## config.mk

```make
export PLATFORM = sky130hd
export DESIGN_NAME = pc_fetch_flat
export DESIGN_NICKNAME = d
export VERILOG_FILES = /design/src/rtl/pc_fetch_pkg.sv /design/src/rtl/pc_fetch_if.sv /design/src/rtl/pc_fetch_inc16.sv /design/src/rtl/pc_fetch.sv /design/src/flat_wrapper.sv
export SDC_FILE = /design/constraint.sdc
export NUM_CORES = 1
export LEC_CHECK = 0
export ABC_AREA = 1
export BUFFER_PORTS_ARGS = -buffer_cell sky130_fd_sc_hd__buf_2
export CORE_ASPECT_RATIO = 1.4
export CORE_UTILIZATION = 25
export CTS_CLUSTER_SIZE = 14
export DETAILED_ROUTE_END_ITERATION = 10
export GPL_TIMING_DRIVEN = 1
export PLACE_DENSITY = 0.56
export SLEW_MARGIN = 15
export SYNTH_ARGS = -nofsm -noshare
export SYNTH_HDL_FRONTEND = slang
export SYNTH_SLANG_ARGS = --single-unit
```

## constraint.sdc

```tcl
create_clock -name clk -period 2.6 [get_ports clk]
set_input_delay 0.26 -clock clk [delete_from_list [all_inputs] [get_ports clk]]
set_output_delay 0.26 -clock clk [all_outputs]
set_load 0.005 [all_outputs]
```

## src/rtl/pc_fetch_pkg.sv

```systemverilog
// pc_fetch_pkg: shared definitions for the PC / instruction-fetch stage.
//   fetch_state_e     : fetch FSM state encodings (2 bits)
//   DEF_WIDTH         : default data/address width
//   DEF_RESET_VECTOR  : default PC value loaded on reset
package pc_fetch_pkg;

   localparam int          DEF_WIDTH        = 16;
   localparam logic [15:0] DEF_RESET_VECTOR = 16'h0000;

   typedef enum logic [1:0] {
      IDLE  = 2'd0,
      FETCH = 2'd1,
      HOLD  = 2'd2
   } fetch_state_e;

endpackage

```

## src/rtl/pc_fetch_if.sv

```systemverilog
// pc_fetch_if: bundle of the fetch stage's memory and downstream signals.
//   load/jump_addr                : redirect from the decode/ALU datapath
//   imem_req/imem_addr            : fetch request to instruction memory
//   imem_ack/imem_data            : memory response (data valid with ack)
//   instr/instr_valid/instr_ready : valid/ready hand-off to decode
//   pc                            : address of instr
// master = fetch stage, slave = its environment (memory + decode).
interface pc_fetch_if #(parameter int WIDTH = 16);
   logic             load;
   logic [WIDTH-1:0] jump_addr;
   logic             imem_req;
   logic [WIDTH-1:0] imem_addr;
   logic             imem_ack;
   logic [WIDTH-1:0] imem_data;
   logic [WIDTH-1:0] instr;
   logic             instr_valid;
   logic             instr_ready;
   logic [WIDTH-1:0] pc;

   modport master (
      input  load, jump_addr, imem_ack, imem_data, instr_ready,
      output imem_req, imem_addr, instr, instr_valid, pc
   );

   modport slave (
      output load, jump_addr, imem_ack, imem_data, instr_ready,
      input  imem_req, imem_addr, instr, instr_valid, pc
   );
endinterface

```

## src/rtl/pc_fetch_inc16.sv

```systemverilog
// pc_fetch_inc16: combinational WIDTH-bit increment; carry out is dropped,
// so the all-ones value wraps to zero.
//   a : operand
//   y : a + 1 modulo 2^WIDTH
module pc_fetch_inc16 #(
   parameter int WIDTH = 16
) (
   input  logic [WIDTH-1:0] a,
   output logic [WIDTH-1:0] y
);
   assign y = a + WIDTH'(1);
endmodule

```

## src/rtl/pc_fetch.sv

```systemverilog
// pc_fetch: program counter and instruction-fetch stage of the 16-bit CPU.
// Fetches one word per instruction over a req/ack handshake and hands it to
// decode over valid/ready; accepts jump redirects from the datapath.
//   clk   : rising-edge clock
//   rst_n : asynchronous active-low reset
//   bus   : pc_fetch_if master (memory request/response, decode hand-off,
//           jump redirect, current pc)
// All outputs are registered.
module pc_fetch
   import pc_fetch_pkg::*;
#(
   parameter int               WIDTH        = DEF_WIDTH,
   parameter logic [WIDTH-1:0] RESET_VECTOR = WIDTH'(DEF_RESET_VECTOR)
) (
   input  logic         clk,
   input  logic         rst_n,
   pc_fetch_if.master   bus
);

   fetch_state_e     state;
   logic [WIDTH-1:0] pc_q, addr_q, instr_q, pc_inc, tgt;
   logic             req_q, valid_q;
   // Set when a jump lands while a request is still outstanding: the word
   // that eventually comes back belongs to the old stream and is dropped.
   logic             flush_q;

   pc_fetch_inc16 #(.WIDTH(WIDTH)) u_inc (.a(pc_q), .y(pc_inc));

   // Redirect target: a jump this cycle overrides the current pc.
   assign tgt = bus.load ? bus.jump_addr : pc_q;

   always_ff @(posedge clk or negedge rst_n) begin
      if (!rst_n) begin
         state   <= IDLE;
         pc_q    <= RESET_VECTOR;
         addr_q  <= '0;
         instr_q <= '0;
         req_q   <= 1'b0;
         valid_q <= 1'b0;
         flush_q <= 1'b0;
      end else begin
         case (state)
            IDLE: begin
               pc_q   <= tgt;
               addr_q <= tgt;
               req_q  <= 1'b1;
               state  <= FETCH;
            end
            FETCH: begin
               if (bus.imem_ack) begin
                  if (flush_q || bus.load) begin
                     // stale word: reissue at the (possibly new) pc, req stays high
                     pc_q    <= tgt;
                     addr_q  <= tgt;
                     flush_q <= 1'b0;
                  end else begin
                     instr_q <= bus.imem_data;
                     valid_q <= 1'b1;
                     req_q   <= 1'b0;
                     state   <= HOLD;
                  end
               end else if (bus.load) begin
                  // address must stay stable until ack, so only pc moves now
                  pc_q    <= bus.jump_addr;
                  flush_q <= 1'b1;
               end
            end
            HOLD: begin
               if (bus.load) begin
                  pc_q    <= bus.jump_addr;
                  addr_q  <= bus.jump_addr;
                  valid_q <= 1'b0;
                  req_q   <= 1'b1;
                  state   <= FETCH;
               end else if (bus.instr_ready) begin
                  pc_q    <= pc_inc;
                  addr_q  <= pc_inc;
                  valid_q <= 1'b0;
                  req_q   <= 1'b1;
                  state   <= FETCH;
               end
            end
            default: state <= IDLE;
         endcase
      end
   end

   assign bus.imem_req    = req_q;
   assign bus.imem_addr   = addr_q;
   assign bus.instr       = instr_q;
   assign bus.instr_valid = valid_q;
   assign bus.pc          = pc_q;

endmodule

```

## src/flat_wrapper.sv

```systemverilog
// flat-port wrapper written by rule: the top's interface ports become plain ports
module pc_fetch_flat import pc_fetch_pkg::*;
#(
   parameter int               WIDTH        = DEF_WIDTH,
   parameter logic [WIDTH-1:0] RESET_VECTOR = WIDTH'(DEF_RESET_VECTOR)
)
  (clk, rst_n, bus_load, bus_jump_addr, bus_imem_ack, bus_imem_data, bus_instr_ready, bus_imem_req, bus_imem_addr, bus_instr, bus_instr_valid, bus_pc);
  pc_fetch_if #(.WIDTH(WIDTH)) bus_i ();
  input  logic clk;
  input  logic rst_n;
  input wire logic [$bits(bus_i.load)-1:0] bus_load;
  input wire logic [$bits(bus_i.jump_addr)-1:0] bus_jump_addr;
  input wire logic [$bits(bus_i.imem_ack)-1:0] bus_imem_ack;
  input wire logic [$bits(bus_i.imem_data)-1:0] bus_imem_data;
  input wire logic [$bits(bus_i.instr_ready)-1:0] bus_instr_ready;
  output wire logic [$bits(bus_i.imem_req)-1:0] bus_imem_req;
  output wire logic [$bits(bus_i.imem_addr)-1:0] bus_imem_addr;
  output wire logic [$bits(bus_i.instr)-1:0] bus_instr;
  output wire logic [$bits(bus_i.instr_valid)-1:0] bus_instr_valid;
  output wire logic [$bits(bus_i.pc)-1:0] bus_pc;
  assign bus_i.load = bus_load;
  assign bus_i.jump_addr = bus_jump_addr;
  assign bus_i.imem_ack = bus_imem_ack;
  assign bus_i.imem_data = bus_imem_data;
  assign bus_i.instr_ready = bus_instr_ready;
  assign bus_imem_req = bus_i.imem_req;
  assign bus_imem_addr = bus_i.imem_addr;
  assign bus_instr = bus_i.instr;
  assign bus_instr_valid = bus_i.instr_valid;
  assign bus_pc = bus_i.pc;
  pc_fetch #(.WIDTH(WIDTH), .RESET_VECTOR(RESET_VECTOR)) u_core (.clk(clk), .rst_n(rst_n), .bus(bus_i));
endmodule
```

==> run metrics <==
status=finished, final reports clean; largest net degree at the start of global routing=37; RR Endpoint=u_core.bus.imem_addr[4]; WHS Path Cells=3; Pwr Total=3.74 mW; Slew HR=about two thirds; Hold Crit Class=input pin to flop; fin crit period=1.78 ns; DRC=0; Synth top area share=47.6%; R2R Setup Slk=0.82 ns; YS warnings=0; share of synthesized registers carrying an async set or reset=100%; Startpoint Class=flop; Max Cap Violations=0; H-tree Lvls=2; antenna viol nets, final=0; data required time of the worst path=approximately 2.8 ns; clock-pin slew on the worst setup and hold paths=0.07 ns; R2R Path Start=u_core.state[0]; number of global-route vias before repair=~2,600; Ports=87; RePlAce Congestion=0.810; ANT cells=0; die height=127 µm; Critical Path Fanout Max=12; Routed wire per std cell=13.0 µm; EDFF count, synth=0; initial antenna violation count=0; final core occ=32.5%; number of buffers created by CTS=5; average vias per placed instance=4.47; Die Area=0.0116 mm²; Synth area leader=dfrtp_1; top_reg_cell synth=dfrtp_1; DP HPWL=5750 µm; most instantiated cells after synthesis=nand2_1 (155), dfrtp_1 (53), nand3_1 (38); Starting Density=25.6%; RSZ-0062 raised after global routing=no; Peak VDD IR=0.366 mV; setup TNS=0 ns; WHS Endpoint=u_core.bus.instr[11]; Setup CP Type=flop to flop; Seq/Total Area, Yosys=around 48%; Area Growth Syn to Fin=26.7%; count leader, synth=nand2_1; Syn Area/Cell=7.72 µm²; total grt overflow=0; pwr/cell area=1060 mW/mm²; Core ar.=0.0109 mm²; Hold Violations, Final=0; worst slew pin tran=0.511 ns; routed wire length=7680 µm; top cells by area, synth=dfrtp_1 (48%), nand2_1 (21%), nand3_1 (6.8%), inv_1 (3.4%), nor2_1 (2.6%); Yosys reg bits=53; Hold Startpoint=bus_imem_data[11]; GRT Overall Usage=14.0%; # rows=45; crit path DAT=1.98 ns; Synthesized Nets=399; clock skew=0.00817 ns; clk sink count=53; crit end category=flop; Post-Syn Area=0.00279 mm²; Setup-failing EPs final=0; Syn Inst Count=roughly 360; FMAX=approximately 0.56 GHz; clk_lat worst skew=0.30 ns; period utilization=68.6%; Initial DRT Pass Iterations=7; first-pass GRT wire length=12,800 µm; clk buf depth=2; drt first-iter violations=157; CTS Root Cell=clkbuf_16; chip width=91.2 µm; Vias=2,633; layout cells sized above 1=27.7%; TritonCTS clock tree=built; reg2reg path depth=8; nets=about 490; IO buf count=86; Static Leakage=1.87 nW; Slew Limit Fails=0; Yosys cell types=32
## layer usage
metal / track usage [%] / part of all wire, %
met1: 16.0 / 41
met2: 25.6 / 51
met3: 3.30 / 6.2
met4: 4.48 / 1.5
met5: 0 / 0
## metrics by stage
stage                     hold WS, ns  std cells  setup WS (ns)  instance area (µm²)
after global placement          0.235        580          0.724                 3350
final                           0.158        589          0.817                 3530
after floorplan               -0.0356        361           1.13                 2790
after global routing            0.158        589          0.561                 3530
after CTS                       0.150        589          0.799                 3530
after detailed placement        0.233        580          0.694                 3350
## cell usage in the layout (no fill, tap or decap), types with 2 or more instances in the layout
cell	instances
dfrtp_1	53
nor3_1	2
inv_4	2
o21ai_0	11
nand2_1	155
buf_2	86
buf_4	2
or2_2	5
a21oi_1	3
clkbuf_16	5
inv_2	2
nor2_4	2
nor2_2	2
inv_1	25
a31oi_1	3
nand4_1	7
nor2_1	19
o21ai_2	8
o211ai_1	3
nand3_1	38
## area by class of cell
| cell class | count | area [µm²] |
|---|---|---|
| timing repair buffer | 89 | 455 |
| tap | 141 | 176 |
| inverter | 29 | 114 |
| sequential | 53 | 1330 |
| clock buffer | 7 | 143 |
| multi-input combinational | 269 | 1280 |
| clock inverter | 1 | 30.0 |
| fill | 1175 | 7340 |
## report_power, final
group,internal [mW],total (mW),switching (mW)
registers,1.20,1.53,0.324
logic,0.582,1.42,0.840
clock network,0.482,0.785,0.303
## worst max-delay path by stage
stage                          start                 endpoint  slack [ns]  cells past startpoint
floorplan           u_core.bus.pc[1]  u_core.bus.imem_addr[6]        1.13                      8
global placement            bus_load         u_core.bus.pc[9]        0.72                      9
detailed placement          bus_load         u_core.bus.pc[9]        0.69                      9
CTS                  u_core.state[1]         u_core.bus.pc[9]        0.80                      8
global route        u_core.bus.pc[1]         u_core.bus.pc[8]        0.56                      8
finish               u_core.state[0]  u_core.bus.imem_addr[4]        0.82                      8
## kinds of logic after synthesis
kind of cell,after synthesis,share of synthesized area [%]
simple gates,238,38.1
flops,53,47.6
buf+inv,39,6.24
compound gates,30,7.55
fa+ha+maj,1,0.449
## timing repair
item	in CTS	in global routing
buffers inserted	0	0
endpoints found under the hold margin	17	0
hold buffers	1	0
gates resized for setup	0	0
## critical path: stages, from the launching register on
cell	delay, ns
dfrtp_1	0.43
inv_2	0.10
nand2_2	0.13
inv_1	0.37
nand3_1	0.20
o21ai_0	0.19
nand3_1	0.11
nand3_1	0.08
nand2_1	0.05
## flip-flops by register name (all words and copies together), names as in the netlist
name                    flops
u_core.bus.imem_addr       16
u_core.bus.instr           16
u_core.bus.pc              16
u_core.state                2
u_core.bus.imem_req         1
u_core.bus.instr_valid      1
u_core.flush_q              1
Power figures use the tool's default switching activity.
